<file path="config.mk">
export PLATFORM = sky130hd
export DESIGN_NAME = vec_strided_mem_master
export DESIGN_NICKNAME = d
export VERILOG_FILES = /design/src/rtl/vec_mem_pkg.sv /design/src/rtl/vec_lane_align.sv /design/src/rtl/vec_strided_mem_master.sv
export SDC_FILE = /design/constraint.sdc
export NUM_CORES = 1
export LEC_CHECK = 0
export ABC_AREA = 1
export BUFFER_PORTS_ARGS = -buffer_cell sky130_fd_sc_hd__buf_2
export CELL_PAD_IN_SITES_DETAIL_PLACEMENT = 0
export CELL_PAD_IN_SITES_GLOBAL_PLACEMENT = 1
export CORE_MARGIN = 2
export CORE_UTILIZATION = 37
export CTS_CLUSTER_DIAMETER = 30
export DETAILED_ROUTE_END_ITERATION = 10
export PLACE_DENSITY = 0.86
export SETUP_SLACK_MARGIN = 0.15
export SYNTH_ARGS = -nofsm -noshare
export SYNTH_HDL_FRONTEND = slang
export SYNTH_SLANG_ARGS = --single-unit
export TNS_END_PERCENT = 1
</file>
<file path="constraint.sdc">
create_clock -name clk -period 2.6 [get_ports clk]
set_clock_uncertainty 0.15 [all_clocks]
set_input_delay 0.52 -clock clk [delete_from_list [all_inputs] [get_ports clk]]
set_output_delay 0.52 -clock clk [all_outputs]
set_load 0.1 [all_outputs]
</file>
<file path="src/rtl/vec_mem_pkg.sv">
// Shared types and helpers for the strided vector memory master.
// Holds SEW encodings, the FSM state type and lane mask/strobe helpers.
package vec_mem_pkg;

    localparam logic [1:0] SEW8   = 2'd0;
    localparam logic [1:0] SEW16  = 2'd1;
    localparam logic [1:0] SEW32  = 2'd2;
    localparam logic [1:0] SEWBAD = 2'd3;

    typedef enum logic [1:0] {
        S_IDLE,
        S_CHECK,
        S_REQ,
        S_WB
    } state_t;

    function automatic logic [31:0] sew_mask(input logic [1:0] sew);
        logic [31:0] m;
        case (sew)
            SEW8:    m = 32'h0000_00ff;
            SEW16:   m = 32'h0000_ffff;
            SEW32:   m = 32'hffff_ffff;
            default: m = 32'h0000_0000;
        endcase
        return m;
    endfunction

    function automatic logic [3:0] sew_strb(input logic [1:0] sew);
        logic [3:0] s;
        case (sew)
            SEW8:    s = 4'b0001;
            SEW16:   s = 4'b0011;
            SEW32:   s = 4'b1111;
            default: s = 4'b0000;
        endcase
        return s;
    endfunction

endpackage

</file>
<file path="src/rtl/vec_lane_align.sv">
// Byte-lane alignment between an element and a 32-bit memory word.
// Extracts load elements and shifts store data/strobes into place.
module vec_lane_align
    import vec_mem_pkg::*;
(
    input  logic [1:0]  off,
    input  logic [1:0]  sew,
    input  logic [31:0] rdata,
    input  logic [31:0] elem,
    output logic [31:0] elem_out,
    output logic [31:0] wdata,
    output logic [3:0]  wstrb
);

    logic [4:0] sh;

    assign sh       = {off, 3'b000};
    assign elem_out = (rdata >> sh) & sew_mask(sew);
    assign wdata    = elem << sh;
    assign wstrb    = sew_strb(sew) << off;

endmodule

</file>
<file path="src/rtl/vec_strided_mem_master.sv">
// Strided vector load/store initiator: one word transaction per element.
// Walks base + i*stride, aborting on illegal SEW or misaligned elements.
module vec_strided_mem_master
    import vec_mem_pkg::*;
#(
    parameter  int MAX_VL = 32,
    localparam int IW     = $clog2(MAX_VL + 1)
) (
    input  logic          clk,
    input  logic          resetn,
    input  logic          cmd_valid,
    output logic          cmd_ready,
    input  logic          cmd_store,
    input  logic [31:0]   cmd_base,
    input  logic [31:0]   cmd_stride,
    input  logic [IW-1:0] cmd_vl,
    input  logic [1:0]    cmd_sew,
    output logic          mem_valid,
    input  logic          mem_ready,
    output logic [31:0]   mem_addr,
    output logic [31:0]   mem_wdata,
    output logic [3:0]    mem_wstrb,
    input  logic [31:0]   mem_rdata,
    output logic          elem_we,
    output logic [IW-1:0] elem_idx,
    output logic [31:0]   elem_wdata,
    input  logic [31:0]   elem_rdata,
    output logic          done,
    output logic          err
);

    state_t        state;
    state_t        nxt;
    logic          store_q;
    logic [1:0]    sew_q;
    logic [31:0]   addr;
    logic [31:0]   stride;
    logic [IW-1:0] vl;
    logic [IW-1:0] idx;
    logic [31:0]   rdata_q;
    logic          fin;
    logic          bad;
    logic [31:0]   al_elem;
    logic [31:0]   al_wdata;
    logic [3:0]    al_wstrb;

    assign fin = (idx == vl);
    assign bad = (sew_q == SEWBAD)
               || ((sew_q == SEW16) && addr[0])
               || ((sew_q == SEW32) && (addr[1:0] != 2'b00));

    vec_lane_align u_align (
        .off      (addr[1:0]),
        .sew      (sew_q),
        .rdata    (rdata_q),
        .elem     (elem_rdata),
        .elem_out (al_elem),
        .wdata    (al_wdata),
        .wstrb    (al_wstrb)
    );

    always_ff @(posedge clk or negedge resetn) begin
        if (!resetn) begin
            state <= S_IDLE;
        end else begin
            state <= nxt;
        end
    end

    always_comb begin
        nxt = state;
        unique case (state)
            S_IDLE:  if (cmd_valid) nxt = S_CHECK;
            S_CHECK: nxt = (fin || bad) ? S_IDLE : S_REQ;
            S_REQ:   if (mem_ready) nxt = S_WB;
            S_WB:    nxt = S_CHECK;
            default: nxt = S_IDLE;
        endcase
    end

    always_comb begin
        cmd_ready = 1'b0;
        mem_valid = 1'b0;
        mem_addr  = 32'h0;
        mem_wdata = 32'h0;
        mem_wstrb = 4'b0000;
        elem_we   = 1'b0;
        done      = 1'b0;
        err       = 1'b0;
        unique case (state)
            S_IDLE: cmd_ready = 1'b1;
            S_CHECK: begin
                done = fin || bad;
                err  = !fin && bad;
            end
            S_REQ: begin
                mem_valid = 1'b1;
                mem_addr  = {addr[31:2], 2'b00};
                if (store_q) begin
                    mem_wdata = al_wdata;
                    mem_wstrb = al_wstrb;
                end
            end
            S_WB: elem_we = !store_q;
            default: cmd_ready = 1'b0;
        endcase
    end

    assign elem_idx   = idx;
    assign elem_wdata = al_elem;

    // Command latch, element walk and load-data capture.
    always_ff @(posedge clk or negedge resetn) begin
        if (!resetn) begin
            store_q <= 1'b0;
            sew_q   <= SEW8;
            addr    <= 32'h0;
            stride  <= 32'h0;
            vl      <= '0;
            idx     <= '0;
            rdata_q <= 32'h0;
        end else begin
            if ((state == S_IDLE) && cmd_valid) begin
                store_q <= cmd_store;
                sew_q   <= cmd_sew;
                addr    <= cmd_base;
                stride  <= cmd_stride;
                vl      <= cmd_vl;
                idx     <= '0;
            end
            if ((state == S_REQ) && mem_ready) begin
                rdata_q <= mem_rdata;
            end
            if (state == S_WB) begin
                idx  <= idx + IW'(1);
                addr <= addr + stride;
            end
        end
    end

endmodule

</file>
==> qor.txt <==
Final min period: 2.64 ns
main flop type after synthesis: dfrtp_1
clk buf depth: 2
Max Fclk: 0.378 GHz
grt ovf: 0
CP top delay family: buffers and inverters
layout cells sized above 1: 0.316
Clk pwr share: 0.127
Yosys reg bits: 113
first drt pass iteration count: 5
Final period util: 1.02
Vias: 9124
DR vias/cell: 4.92
Post-synth EDFFs: 0
Startpoint Class: flop
Hold Path Class: in -> async
root cell of the clock tree: clkbuf_16
clk sinks: 113
Slew Limit Fails: 0
cell internal pwr: 9090 uW
Synthesis Warnings: 0
Crit-path slowest cell: dfrtp_1
later-pin clock latency in the skew report: 0.43 ns
final hold vios: 0
Slew headroom: 0.577
# IOs: 252
CP bufs+invs: 4
CORE AREA: 0.0226 mm2
largest net degree at the start of global routing: 114
Mapped Area: 0.00854 mm2
GPL Wtd Cong: 0.899
HPWL Detailed: 21900 um
Max VDD drop: 0.712 mV
initial DRC count: 496
CTS H-tree lvls: 4
unrepaired setup endpoints after global routing: true
Yosys cell types: 41
syn avg cell area: 6.63 um2
endpoints failing setup: 9
leak pwr: 0.00695 uW
cells after synthesis: 1288
Die X: 156 um
CTS Hold Buffers Added: 0
GR Util All Layers: 0.242
PortBufs: 249
# DRC: 0
Routed WL: 29300 um
FP Rows: 55
Max Cap Violations: 0
CP required: 1.93 ns
register share of total power: 0.163
vias in the first global route: 9126
fraction of registers with async set/reset: 1.00
sequential fraction of the synthesis area: 0.331
PD cells: 1500 mW/mm2
Setup WS post-layout: -0.0449 ns
Cells after DPL: 1803
Reg2Reg Depth: 8
Sw Share: 0.547
CTS tree: yes
initial core utilization: 0.377
Reg-to-Reg Start: addr[0]$_DFFE_PN0P_
Worst-path clk slew: 0.06 ns
Crit Path Max Fanout: 7
initial antenna violation count: 6
measured slew at the worst slew-check pin: 0.634 ns
die area: 0.0243 mm2
DR WL/cell: 15.8 um
worst stage delay on the critical path: 0.39 ns
crit path cell chain: inv_2 > ha_4 > nand2_4 > inv_4 > nand2_8 > buf_12 > o32ai_4 > buf_12
RR Endpoint: addr[8]$_DFFE_PN0P_
nets@finish: 1733
Fin Setup TNS: -0.0937 ns
CP arrival: 1.97 ns
Crit. End Element: primary output
clock buffer count from CTS: 17
Net Switching: 11000 uW
failing checks: setup timing
most frequent CP cell: buf_12
Die Ht: 156 um
result of the run: complete, but fails checks
Routed Antenna Nets: 0
final cell count without fillers: 1855
WS Path Type: reg -> out
reg2reg setup slack: 0.34 ns
P&R area growth vs syn: 56.4%
first-pass GRT wire length: 46600 um
Hold WS: 0.0247 ns
combinational fraction of design power: 0.709
## per-layer routing
| metal | routed length (um) | share of wire | GRT usage |
|---|---|---|---|
| met5 | 0 | 0 | 0 |
| met4 | 797 | 0.027 | 0.0882 |
| met3 | 1480 | 0.050 | 0.0461 |
| met2 | 14500 | 0.49 | 0.412 |
| met1 | 12600 | 0.43 | 0.306 |
## registers in the layout, indices dropped and copies added (netlist names)
signal and cells:
addr 32, rdata_q 32, stride 32, elem_idx 6, vl 6, sew_q 2
state 2, store_q 1
## placed cells by master, fill, tap and decap left out, types with 16 or more instances in the layout
cell type / synthesis / final
inv_1: 184 / 178
buf_4: 5 / 47
dfrtp_1: 113 / 110
nor2_4: 3 / 21
nand2_1: 477 / 472
nor2_1: 120 / 91
o32ai_4: 0 / 16
nand2_2: 17 / 20
ha_1: 40 / 37
buf_2: 20 / 146
o21ai_0: 33 / 26
clkbuf_16: 0 / 17
nand3_1: 57 / 56
mux2_2: 24 / 24
buf_12: 0 / 95
a21oi_1: 48 / 47
## cell type report
cell class                      instances  area (um2)
Clock buffer                           18         439
Multi-Input combinational cell        933        5690
Tap cell                              285         357
Clock inverter                         14         203
Inverter                              191         733
Antenna cell                            6        15.0
Sequential cell                       113        2830
Timing Repair Buffer                  295        3090
Fill cell                            2020        9280
## kinds of logic after synthesis
| logic type | count (synthesis) | synth area share |
|---|---|---|
| other | 1 | 0.000439 |
| muxes | 32 | 0.0410 |
| adders and majority gates | 41 | 0.0609 |
| AOI/OAI and AO/OA | 147 | 0.111 |
| DFF | 113 | 0.331 |
| xor gates and xnor gates | 5 | 0.00513 |
| buffers and inverters | 243 | 0.112 |
| and+or+nand+nor | 706 | 0.339 |
## timing repair
action	4_1_cts	5_1_grt
buffers inserted	7	7
pin swaps	18	9
resized for setup	132	17
endpoints found under the setup margin	102	102
## worst max-delay path by stage
| stage | start | endpoint | slack [ns] | cells after the start |
|---|---|---|---|---|
| 6_report | state[0]$_DFFE_PN0P_ | mem_wdata[29] | -0.04 | 8 |
| 5_1_grt | state[0]$_DFFE_PN0P_ | mem_wdata[29] | -0.13 | 8 |
| 4_1_cts | state[0]$_DFFE_PN0P_ | mem_wdata[20] | -0.04 | 8 |
| 3_5_place_dp | addr[0]$_DFFE_PN0P_ | mem_wdata[24] | 0.20 | 5 |
| 3_3_place_gp | addr[0]$_DFFE_PN0P_ | mem_wdata[30] | 0.24 | 5 |
| 2_1_floorplan | state[0]$_DFFE_PN0P_ | mem_wdata[20] | -0.33 | 8 |
## cell usage after synthesis (all sizes together) (3+ instances only)
master / n / area, um2
buf: 29 / 153
nor2: 127 / 509
nand4: 3 / 18.8
nand3: 64 / 355
o211ai: 5 / 37.5
a22o: 15 / 131
o32ai: 16 / 140
mux2i: 8 / 80.1
o21ai: 35 / 175
o21bai: 4 / 33.8
ha: 40 / 500
a21oi: 50 / 258
a311oi: 7 / 61.3
clkbuf: 23 / 86.3
a211oi: 8 / 60.1
nand3b: 4 / 30.0
mux2: 24 / 270
xor2: 3 / 26.3
nand2: 494 / 1900
inv: 189 / 709
nor3: 14 / 85.1
dfrtp: 113 / 2830
o22ai: 3 / 18.8
## power groups by stage
stage          sequential, uW  combinational (uW)  clock [uW]
6_report                 3280               14300        2560
3_5_place_dp             3280               13700           0
3_3_place_gp             3260               13500           0
5_1_grt                  3400               15300        2680
4_1_cts                  3270               14200        2600
2_1_floorplan            3170                9800           0
## per-stage QoR
stage          power [uW]  worst slack (ns)  instance area [um2]   util
3_3_place_gp        16800             0.242                12000  0.532
5_1_grt             21400            -0.134                13400  0.590
3_5_place_dp        17000             0.203                12000  0.532
2_1_floorplan       13000            -0.332                 9350      -
4_1_cts             20000           -0.0384                13200  0.585
6_report            20100           -0.0449                13400  0.590
(Power assumes the default switching activity.)
